[src/rtl/strobe_meter_pkg.sv]
// Shared types and helpers for the strobe period meter.
package strobe_meter_pkg;

  typedef enum logic [0:0] {
    WAIT_FIRST = 1'b0,
    COUNT      = 1'b1
  } strobe_meter_state_t;

  // Larger minus smaller, so the result never wraps.
  function automatic logic [31:0] abs_diff(input logic [31:0] a, input logic [31:0] b);
    if (a >= b) begin
      return a - b;
    end else begin
      return b - a;
    end
  endfunction

endpackage

[src/rtl/strobe_edge_detect.sv]
// Rising-edge detector for the strobe input.
// STROBE_METER_SYNC_EN adds a two-flop synchronizer ahead of the edge register.
module strobe_edge_detect (
  input  logic clk,
  input  logic rst,
  input  logic strobe_in,
  output logic strobe_edge
);

  logic strobe_s;
  logic strobe_prev;

`ifdef STROBE_METER_SYNC_EN
  logic [1:0] sync_q;

  always_ff @(posedge clk) begin
    if (!rst) begin
      sync_q <= 2'b00;
    end else begin
      sync_q <= {sync_q[0], strobe_in};
    end
  end

  assign strobe_s = sync_q[1];
`else
  assign strobe_s = strobe_in;
`endif

  always_ff @(posedge clk) begin
    if (!rst) begin
      strobe_prev <= 1'b0;
    end else begin
      strobe_prev <= strobe_s;
    end
  end

  assign strobe_edge = strobe_s & ~strobe_prev;

endmodule

[src/rtl/strobe_meter.sv]
// Measures strobe period in clk cycles, reports lock and loss of strobe.
// Optional input synchronizer: STROBE_METER_SYNC_EN (see strobe_edge_detect).
module strobe_meter
  import strobe_meter_pkg::*;
#(
  parameter int unsigned clk_mhz    = 50,
  parameter int unsigned min_hz     = 1,
  parameter int unsigned tol_cycles = 2,
  localparam int unsigned timeout_cycles = clk_mhz * 1000 * 1000 / min_hz,
  localparam int          w_cnt          = $clog2(timeout_cycles + 1)
) (
  input  logic                clk,
  input  logic                rst,
  input  logic                strobe_in,
  output logic [w_cnt-1:0]    period,
  output logic                period_valid,
  output logic                locked,
  output logic                lost,
  output strobe_meter_state_t dbg_state
);

  localparam logic [w_cnt-1:0] timeout_w = w_cnt'(timeout_cycles);

  // Handshake: period_valid is a pure one-cycle strobe with no ready;
  // consumers must capture period in the cycle period_valid is high.

  strobe_meter_state_t state;
  strobe_meter_state_t state_next;

  logic             strobe_edge;
  logic [w_cnt-1:0] cnt;
  logic [w_cnt-1:0] prev_period;
  logic             have_prev;
  logic             stable;

  strobe_edge_detect u_edge (
    .clk         (clk),
    .rst         (rst),
    .strobe_in   (strobe_in),
    .strobe_edge (strobe_edge)
  );

  assign stable    = abs_diff(32'(cnt), 32'(prev_period)) <= tol_cycles;
  assign dbg_state = state;

  always_ff @(posedge clk) begin
    if (!rst) begin
      state <= WAIT_FIRST;
    end else begin
      state <= state_next;
    end
  end

  always_comb begin
    state_next = state;
    case (state)
      WAIT_FIRST: if (strobe_edge) state_next = COUNT;
      // An edge coinciding with the timeout is still a valid measurement.
      COUNT:      if (!strobe_edge && (cnt == timeout_w)) state_next = WAIT_FIRST;
      default:    state_next = WAIT_FIRST;
    endcase
  end

  always_ff @(posedge clk) begin
    if (!rst) begin
      cnt          <= '0;
      period       <= '0;
      period_valid <= 1'b0;
      locked       <= 1'b0;
      lost         <= 1'b0;
      prev_period  <= '0;
      have_prev    <= 1'b0;
    end else begin
      period_valid <= 1'b0;
      lost         <= 1'b0;
      case (state)
        WAIT_FIRST: begin
          if (strobe_edge) cnt <= w_cnt'(1);
        end
        COUNT: begin
          if (strobe_edge) begin
            period       <= cnt;
            period_valid <= 1'b1;
            cnt          <= w_cnt'(1);
            prev_period  <= cnt;
            have_prev    <= 1'b1;
            if (have_prev) locked <= stable;
          end else if (cnt == timeout_w) begin
            lost      <= 1'b1;
            locked    <= 1'b0;
            have_prev <= 1'b0;
          end else begin
            cnt <= cnt + 1'b1;
          end
        end
        default: ;
      endcase
    end
  end

endmodule
[config.mk]
export PLATFORM = sky130hd
export DESIGN_NAME = strobe_meter
export DESIGN_NICKNAME = d
export VERILOG_FILES = /design/src/rtl/strobe_meter_pkg.sv /design/src/rtl/strobe_edge_detect.sv /design/src/rtl/strobe_meter.sv
export SDC_FILE = /design/constraint.sdc
export NUM_CORES = 1
export LEC_CHECK = 0
export BUFFER_PORTS_ARGS = -buffer_cell sky130_fd_sc_hd__buf_2
export CAP_MARGIN = 25
export CORE_MARGIN = 2
export CORE_UTILIZATION = 55
export CTS_CLUSTER_DIAMETER = 150
export DETAILED_ROUTE_END_ITERATION = 10
export PLACE_DENSITY = 0.73
export REMOVE_ABC_BUFFERS = 1
export SLEW_MARGIN = 5
export SYNTH_ARGS = -nofsm -noshare
export SYNTH_HDL_FRONTEND = slang
export SYNTH_SLANG_ARGS = --single-unit
[constraint.sdc]
create_clock -name clk -period 3.9 [get_ports clk]
set_input_delay 0.39 -clock clk [delete_from_list [all_inputs] [get_ports clk]]
set_output_delay 0.39 -clock clk [all_outputs]
set_load 0.01 [all_outputs]
==> metrics.txt, run 1 <==
status=completed; Yosys reg bits=58; CTS tree=done; root buf cell=clkbuf_8; Crit. End Element=flip-flop; FILL cells=953; Antenna Violating Nets Remaining=0; RSZ-0062 raised after global routing=no; Die ar.=0.01092 mm2; Hold WS=0.2616 ns; R2R cell count=12; Slew HR=0.3268; row count=36; CP Max Fanout=16; First-pass DRT Iterations=6; P_sw=0.0003982 W; hpwl dp=12.59 mm; ant diodes=0; synth-to-layout area growth=6.848%; top_reg_cell synth=dfxtp_1; PwrDens=230.2 mW/mm2; initial antenna violation count=0; reg-to-reg endpoint=locked$_SDFFE_PN0P_; Hold Crit Endpoint=u_edge.strobe_prev$_SDFF_PN0_; postcts setup bufs=0; critical path class=flip-flop to flip-flop; final setup TNS=0 ns; post-cts hold buffer count=0; period utilisation layout=0.9261; Hold Crit Depth=2; largest net degree at the start of global routing=34; number of remaining DRC errors=0; Lkg Pwr=2.482 nW; Syn Area/Cell=7.475 um2; RePlAce Congestion=1.002; MaxCap Viol Count=0; sw frac=0.2914; post-synthesis instance total=743; final WL=~16 mm; Unique masters post-synth=67; Die H=104.5 um; via count=5444; combinational share of power=0.150; Clk pin slew, worst setup/hold paths=around 0.080 ns; Max Freq=276.9 MHz; skew final=roughly 0.016 ns; Peak VDD IR=around 210 uV; CTS sink cnt=58; clock share of power=0.410; Hold Path Class=primary input to flip-flop; Synth Cell Area=roughly 0.0056 mm2; multi-input logic area=~0.004 mm2; starting density of the core=0.5682; Required @ worst endpoint=4.19 ns; first-pass GRT wire length=26.63 mm; WL/cell=18.34 um; Ys Warns=0; sequential fraction of the synthesis area=0.2091; Final Hold Fails=0; reg-to-reg slack, setup=0.29 ns; Buffers on Ports=32; asr flop ratio synth=0; endpoints failing setup=0; Max Buffers Root-to-Sink=2; Reg area=0.001161 mm2; Crit path arrival time=3.90 ns; H-tree levels=3; Power Internal=approximately 0.00097 W; Nets=817; Flop pwr share=0.440; Worst-Skew Late Latency=0.37 ns; RR Startpoint=prev_period[4]$_SDFFE_PN0P_; HP Start=strobe_in; Chip Width=around 100 um; io pins=33; pins over their slew limit=0; Tmin final=roughly 3.6 ns; number of synthesized flops with an enable pin=0; type of origin of the critical path=flip-flop; core outline area=between 0.009 and 0.01 mm2; GRT Total Usage=0.3044; via/cell ratio=approximately 6.1; GRT overflow=0; Slew @ Worst Pin=1.007 ns; Post-CTS Resized=0; DR iter-0 viols=665; vias in the first global route=5047; number of buffers created by CTS=9; share of cells above drive strength 1=0.1010
## cells by family after synthesis
logic type | after synthesis | share of synthesized area
adder cells (fa/ha/maj) | 56 | 0.1289
flip-flops | 58 | 0.2091
XOR/XNOR | 49 | 0.07727
AO/OA/AOI/OAI | 198 | 0.2451
AND/OR/NAND/NOR | 274 | 0.2417
buffers and inverters | 98 | 0.07952
multiplexers | 10 | 0.01847
## layout make-up
cell class,count,share of cell area
repair buffers,41,0.04090
well taps,133,0.02804
clock inverters,5,0.009488
multi-input cells,587,0.6658
clock buffers,10,0.02151
inverters,61,0.03858
flip-flops and latches,58,0.1957
## worst max-delay path by stage
stage | start | end | slack [ns] | cells after the start
after CTS | prev_period[4]$_SDFFE_PN0P_ | locked$_SDFFE_PN0P_ | 0.37 | 12
after global routing | prev_period[4]$_SDFFE_PN0P_ | locked$_SDFFE_PN0P_ | 0.07 | 12
after detailed placement | prev_period[4]$_SDFFE_PN0P_ | locked$_SDFFE_PN0P_ | 0.41 | 12
final | prev_period[4]$_SDFFE_PN0P_ | locked$_SDFFE_PN0P_ | 0.29 | 12
after global placement | prev_period[4]$_SDFFE_PN0P_ | locked$_SDFFE_PN0P_ | 0.39 | 12
after floorplan | prev_period[4]$_SDFFE_PN0P_ | locked$_SDFFE_PN0P_ | 0.80 | 11
## synth_stat cells (3+ instances only)
| cell type | number | area [um2] |
|---|---|---|
| and2_1 | 5 | 31.28 |
| and4_1 | 5 | 43.79 |
| nor3_1 | 19 | 95.09 |
| nand2b_1 | 7 | 43.79 |
| o21a_1 | 7 | 52.55 |
| a21boi_0 | 32 | 240.2 |
| ha_1 | 54 | 675.7 |
| or3_1 | 5 | 31.28 |
| nor4_1 | 8 | 50.05 |
| o21ai_1 | 8 | 40.04 |
| buf_2 | 8 | 40.04 |
| o221ai_1 | 5 | 43.79 |
| xor2_1 | 10 | 87.58 |
| nand2_2 | 3 | 18.77 |
| a21oi_1 | 48 | 240.2 |
| a211oi_1 | 6 | 45.04 |
| buf_4 | 7 | 52.55 |
| nand2_1 | 96 | 360.4 |
| o211ai_1 | 5 | 37.54 |
| dfxtp_1 | 58 | 1161 |
| o21ai_0 | 22 | 110.1 |
| inv_1 | 61 | 229.0 |
| o2111ai_1 | 3 | 26.28 |
| a21o_1 | 16 | 120.1 |
| nand3_1 | 25 | 125.1 |
| a31oi_1 | 7 | 43.79 |
| nor2b_1 | 11 | 68.82 |
| o21bai_1 | 6 | 45.04 |
| xnor2_1 | 39 | 341.6 |
| mux2i_1 | 8 | 80.08 |
| buf_6 | 5 | 56.30 |
| o31ai_1 | 4 | 30.03 |
| a211o_1 | 3 | 26.28 |
| nor2_1 | 57 | 214.0 |
| and3_1 | 4 | 25.02 |
| clkbuf_1 | 17 | 63.81 |
| nand4_1 | 14 | 87.58 |
## state kept, by name, indices dropped and copies added, names as in the netlist
signal / count
have_prev: 1
lost: 1
cnt: 26
prev_period: 26
period_valid: 1
dbg_state: 1
locked: 1
u_edge.strobe_prev: 1
## worst max-delay path: stages, from the launching register on
cell      delay (ns)
dfxtp_1         0.40
inv_1           0.06
ha_1            0.61
o21ai_0         0.26
a21oi_1         0.30
o31ai_2         0.13
a211oi_1        0.29
o22ai_1         0.17
o41ai_1         0.65
nand3_1         0.15
a21oi_1         0.18
o21ai_1         0.11
o31ai_2         0.22
## layer usage
metal / up-vias / track usage / routed length [um]
li1: 2625 / - / -
met1: 2524 / 0.4580 / 7777
met2: 262 / 0.4267 / 6777
met3: 33 / 0.04950 / 1358
met4: 0 / 0.1207 / 500
met5: - / 0 / 0
## per-stage QoR
stage	setup slack, ns	instance area (um2)	util	power (W)	instances
2_1_floorplan	0.7999	5341	-	0.0007598	706
3_3_place_gp	0.3932	5720	0.5853	0.0008092	878
3_5_place_dp	0.4073	5736	0.5868	0.0008120	879
4_1_cts	0.3749	5919	0.6056	0.001371	894
5_1_grt	0.06976	5934	0.6071	0.001421	895
6_report	0.2882	5934	0.6071	0.001366	895
## power by group through the flow
stage               clock network [W]  logic, W  registers (W)
CTS                          0.000572  0.000198       0.000601
global route                 0.000598  0.000221       0.000602
detailed placement                  0  0.000197       0.000615
global placement                    0  0.000195       0.000614
floorplan                           0  0.000145       0.000614
finish                       0.000561  0.000205       0.000601
## layout by cell type, fill, tap and decap left out, types with 11 or more instances in the layout
cell      Yosys  layout
o21ai_0      22      22
a21oi_1      48      48
a21boi_0     32      32
nor3_1       19      19
nand4_1      14      14
a21o_1       16      16
nand3_1      25      25
xnor2_1      39      39
dfxtp_1      58      58
inv_1        61      61
buf_2         8      32
nor2_1       57      57
nand2_1      96      96
ha_1         54      54
nor2b_1      11      11
No activity file was read; power rests on OpenSTA's default activity.
==> inputs of run 2 (changes only) <==
Settings changed: SYNTH_HIERARCHICAL from default to 1.
==> metrics.txt, run 2 <==
Slew HR=0.5614; Antenna Violating Nets Remaining=0; type of origin of the critical path=flip-flop; met3 Use GR=0.03902; GRT overflow=0; endpoints failing setup=0; postcts setup bufs=0; most frequent cells after synthesis=106 x nand2_1, 66 x nor2_1, 62 x inv_1; Buffers on Ports=32; Max Freq=about 280 MHz; Unique masters post-synth=70; Crit. End Element=flip-flop; Max Buffers Root-to-Sink=2; root buf cell=clkbuf_8; most frequent cells in the layout=106 x nand2_1, 66 x nor2_1, 62 x inv_1, 58 x dfxtp_1, 57 x a21oi_1; status=completed; RR Startpoint=prev_period[1]$_SDFFE_PN0P_; CTS sink cnt=between 50 and 60; top_reg_cell synth=dfxtp_1; largest stage delay on the critical path=0.48 ns; initial antenna violation count=0; met2 usage=0.4759; Hold Path Class=primary input to flip-flop; Clk pin slew, worst setup/hold paths=about 0.080 ns; Syn Area/Cell=about 7.3 um2; FILL cells=907; Nets=830; critical path class=flip-flop to flip-flop; CP Max Fanout=10; final WL=16.41 mm; largest net degree at the start of global routing=27; final setup TNS=0 ns; ant diodes=0; GRT Total Usage=0.3111; via count=~5400; row count=36; number of remaining DRC errors=0; Yosys reg bits=between 50 and 60; most common cell in the netlist=nand2_1; MaxCap Viol Count=0; post-synth top area share=0.2130; WL/cell=approximately 18 um; core outline area=about 0.0097 mm2; Hold WS=0.2540 ns; io pins=33; starting density of the core=0.5629; number of buffers created by CTS=9; Slew @ Worst Pin=around 0.66 ns; grt peak-use layer=met2; Post-CTS Resized=0; Worst-Skew Late Latency=0.36 ns; period utilisation layout=0.9211; Chip Width=103.6 um; share of cells above drive strength 1=0.1095; CP top delay family=compound AO/OA/AOI/OAI gates; Die ar.=0.01072 mm2; Final Hold Fails=0; via/cell ratio=5.943; First-pass DRT Iterations=5; M1 GR Usage=0.4548; asr flop ratio synth=0; RSZ-0062 raised after global routing=no; sequential fraction of the synthesis area=0.2130; Required @ worst endpoint=4.20 ns; Ys Warns=6; skew final=about 0.011 ns; Tmin final=3.592 ns; first-pass GRT wire length=roughly 27 mm; Synth Cell Area=0.005451 mm2; worst path cell trace=inv_1, ha_1, nor2b_1, o2111ai_1, a21oi_1, or3b_4, a31oi_4, o21ai_2, or4b_1, a32o_1, a2111o_1, o21ai_2; synth-to-layout area growth=10.44%; CP startpoint=prev_period[1]$_SDFFE_PN0P_; post-synthesis instance total=750; HP Start=strobe_in; post-cts hold buffer count=0; CTS tree=done; RePlAce Congestion=0.9662; area leader, netlist=dfxtp_1; Reg area=~0.0012 mm2; pins over their slew limit=0; slowest CP cell=or4b_1; most used cell, CP=o21ai_2; hpwl dp=12.92 mm; Synth area leaders=dfxtp_1 21%, ha_1 12%, nand2_1 7.3%; vias in the first global route=about 5000; Die H=103.6 um; DR iter-0 viols=468; Crit path buffers/inverters=1; multi-input logic area=0.003889 mm2; Lkg Pwr=2.512 nW; H-tree levels=3; top flop regs=cnt x26, prev_period x26; Crit path arrival time=3.89 ns; PwrDens=250.0 mW/mm2; commonest non-fill, non-tap cell in the layout=nand2_1; number of synthesized flops with an enable pin=0; Peak VDD IR=189.7 uV
run 2: per-layer routing:
layer  up-vias  part of all wire
li1       2634                 -
met1      2528              0.47
met2       219              0.44
met3        21             0.075
met4         0             0.018
met5         -                 0
run 2: path summary, 6_finish.rpt:
check | end | slack [ns] | cells past startpoint
hold / removal | u_edge/strobe_prev$_SDFF_PN0_ | 0.25 | 2
setup / recovery | locked$_SDFFE_PN0P_ | 0.31 | 12
setup reg to reg | locked$_SDFFE_PN0P_ | 0.31 | 12
hold reg to reg | locked$_SDFFE_PN0P_ | 0.50 | 2
run 2: cells by family after synthesis:
group           count (synthesis)  share of synthesized area
xor+xnor                       49                    0.07873
simple gates                  285                     0.2474
compound gates                188                     0.2314
buf+inv                       102                    0.07505
fa+ha+maj                      56                     0.1313
flops                          58                     0.2130
mux                            12                    0.02318
run 2: where the power goes:
part	switching [W]	total, W	leakage, nW	internal (W)
registers	0.00000479	0.000601	0.468	0.000596
logic	0.000117	0.000204	1.93	0.0000865
clock network	0.000278	0.000700	0.111	0.000423
run 2: layout make-up:
class | count | share of cell area
flip-flops and latches | 58 | 0.1929
multi-input cells | 590 | 0.6459
clock buffers | 9 | 0.02057
repair buffers | 50 | 0.05486
well taps | 133 | 0.02764
clock inverters | 7 | 0.01953
inverters | 62 | 0.03865
run 2: per-stage QoR:
stage / area (um2) / setup WS (ns) / instances / utilization / total power [W]
global route: 6021 / 0.08730 / 909 / 0.6217 / 0.001549
finish: 6021 / 0.3075 / 909 / 0.6217 / 0.001505
floorplan: 5275 / 0.5302 / 710 / - / 0.0007473
global placement: 5714 / 0.3807 / 890 / 0.5901 / 0.0008047
CTS: 5998 / 0.2126 / 908 / 0.6194 / 0.001507
detailed placement: 5757 / 0.2241 / 892 / 0.5944 / 0.0008107
==> inputs of run 3 (changes only) <==
Settings changed: CTS_BUF_LIST from default to sky130_fd_sc_hd__clkbuf_16.
==> metrics.txt, run 3 (synthesized netlist as in run 2, its figures left out) <==
status=completed; placed cells=892; Slew HR=0.5501; endpoints failing setup=0; core outline area=0.009684 mm2; io pins=33; pins over their slew limit=0; RePlAce Congestion=about 0.97; via/cell ratio=around 6.0; Die H=103.6 um; RSZ-0062 raised after global routing=no; H-tree levels=3; Slew @ Worst Pin=0.6749 ns; postcts setup bufs=0; Hold Crit Depth=2; Post-CTS Resized=0; synth-to-layout area growth=12.30%; top flop regs=cnt x26, prev_period x26; final WL=16.60 mm; Tmin final=3.578 ns; Lkg Pwr=roughly 2.6 nW; starting density of the core=0.5629; reg-to-reg slack, setup=0.32 ns; ant diodes=0; Hold Path Class=primary input to flip-flop; overall power=approximately 0.0017 W; Non-Filler Instances=909; initial antenna violation count=0; RR Startpoint=prev_period[1]$_SDFFE_PN0P_; hpwl dp=12.92 mm; skew final=approximately 0.0055 ns; GRT overflow=0; PwrDens=283.3 mW/mm2; period utilisation layout=0.9174; Max Freq=around 280 MHz; via count=5447; Hold Crit Endpoint=u_edge/strobe_prev$_SDFF_PN0_; R2R cell count=12; fin area=about 0.0061 mm2; Crit path arrival time=3.86 ns; Antenna Violating Nets Remaining=0; WL/cell=roughly 18 um; Chip Width=between 100 and 150 um; GRT Total Usage=0.3135; most frequent cells in the layout=106 x nand2_1, 66 x nor2_1, 62 x inv_1, 58 x dfxtp_1, 57 x a21oi_1; first-pass GRT wire length=26.80 mm; reg-to-reg endpoint=locked$_SDFFE_PN0P_; First-pass DRT Iterations=5; Crit. End Element=flip-flop; Buffers on Ports=32; Required @ worst endpoint=between 4 and 5 ns; final setup TNS=0 ns; MaxCap Viol Count=0; Peak VDD IR=157.7 uV; vias in the first global route=5069; CTS tree=done; Worst-Skew Late Latency=0.34 ns; row count=36; HP Start=strobe_in; number of remaining DRC errors=0; Final Hold Fails=0; CP Max Fanout=10; Nets=830; Die ar.=0.01072 mm2; number of buffers created by CTS=9; placed cell areas=0.005757 mm2; DR iter-0 viols=374; share of cells above drive strength 1=0.1095; Clk pin slew, worst setup/hold paths=~0.060 ns; largest net degree at the start of global routing=27; FILL cells=892; type of origin of the critical path=flip-flop; CTS sink cnt=58; Max Buffers Root-to-Sink=2; commonest non-fill, non-tap cell in the layout=nand2_1; post-cts hold buffer count=0; critical path class=flip-flop to flip-flop; root buf cell=clkbuf_16
run 3: worst max-delay path by stage:
stage                                start                  end  slack [ns]  cells past startpoint
2_1_floorplan  prev_period[1]$_SDFFE_PN0P_  locked$_SDFFE_PN0P_        0.53                     12
3_3_place_gp   prev_period[1]$_SDFFE_PN0P_  locked$_SDFFE_PN0P_        0.38                     12
3_5_place_dp   prev_period[1]$_SDFFE_PN0P_  locked$_SDFFE_PN0P_        0.22                     12
4_1_cts        prev_period[1]$_SDFFE_PN0P_  locked$_SDFFE_PN0P_        0.22                     12
5_1_grt        prev_period[6]$_SDFFE_PN0P_  locked$_SDFFE_PN0P_        0.09                     12
6_report       prev_period[1]$_SDFFE_PN0P_  locked$_SDFFE_PN0P_        0.32                     12
run 3: metrics by stage:
| step | worst slack, ns | hold slack [ns] | util |
|---|---|---|---|
| after detailed placement | 0.2241 | 0.4928 | 0.5944 |
| after global placement | 0.3807 | 0.4808 | 0.5901 |
| after floorplan | 0.5302 | 0.4657 | - |
| after global routing | 0.09007 | 0.3064 | 0.6322 |
| final | 0.3220 | 0.2805 | 0.6322 |
| after CTS | 0.2170 | 0.2752 | 0.6298 |
run 3: metal layers:
metal / vias up / GRT usage / wire, um
met5: - / 0 / 0
met4: 0 / 0.1120 / 325
met3: 25 / 0.04783 / 1334
met2: 222 / 0.4773 / 7237
met1: 2561 / 0.4501 / 7705
li1: 2639 / - / -
run 3: cell type report:
cell class	count	area, um2	area share
clock inverter	7	117.6	0.01921
multi-input combinational	590	3889	0.6352
inverter	62	232.7	0.03801
tap	133	166.4	0.02718
sequential	58	1161	0.1897
clock buffer	9	225.2	0.03679
timing repair buffer	50	330.3	0.05395
run 3: power by group:
part           switching, W  internal [W]  total, W
clock network      0.000305      0.000622  0.000927
logic              0.000119     0.0000866  0.000205
registers        0.00000496      0.000597  0.000602
total              0.000429       0.00131   0.00173
run 3: critical path, cell delays in order, from the launching register on:
cell       delay (ns)
dfxtp_1          0.41
inv_1            0.11
ha_1             0.33
nor2b_1          0.15
o2111ai_1        0.30
a21oi_1          0.12
or3b_4           0.46
a31oi_4          0.37
o21ai_2          0.09
or4b_1           0.48
a32o_1           0.28
a2111o_1         0.30
o21ai_2          0.10
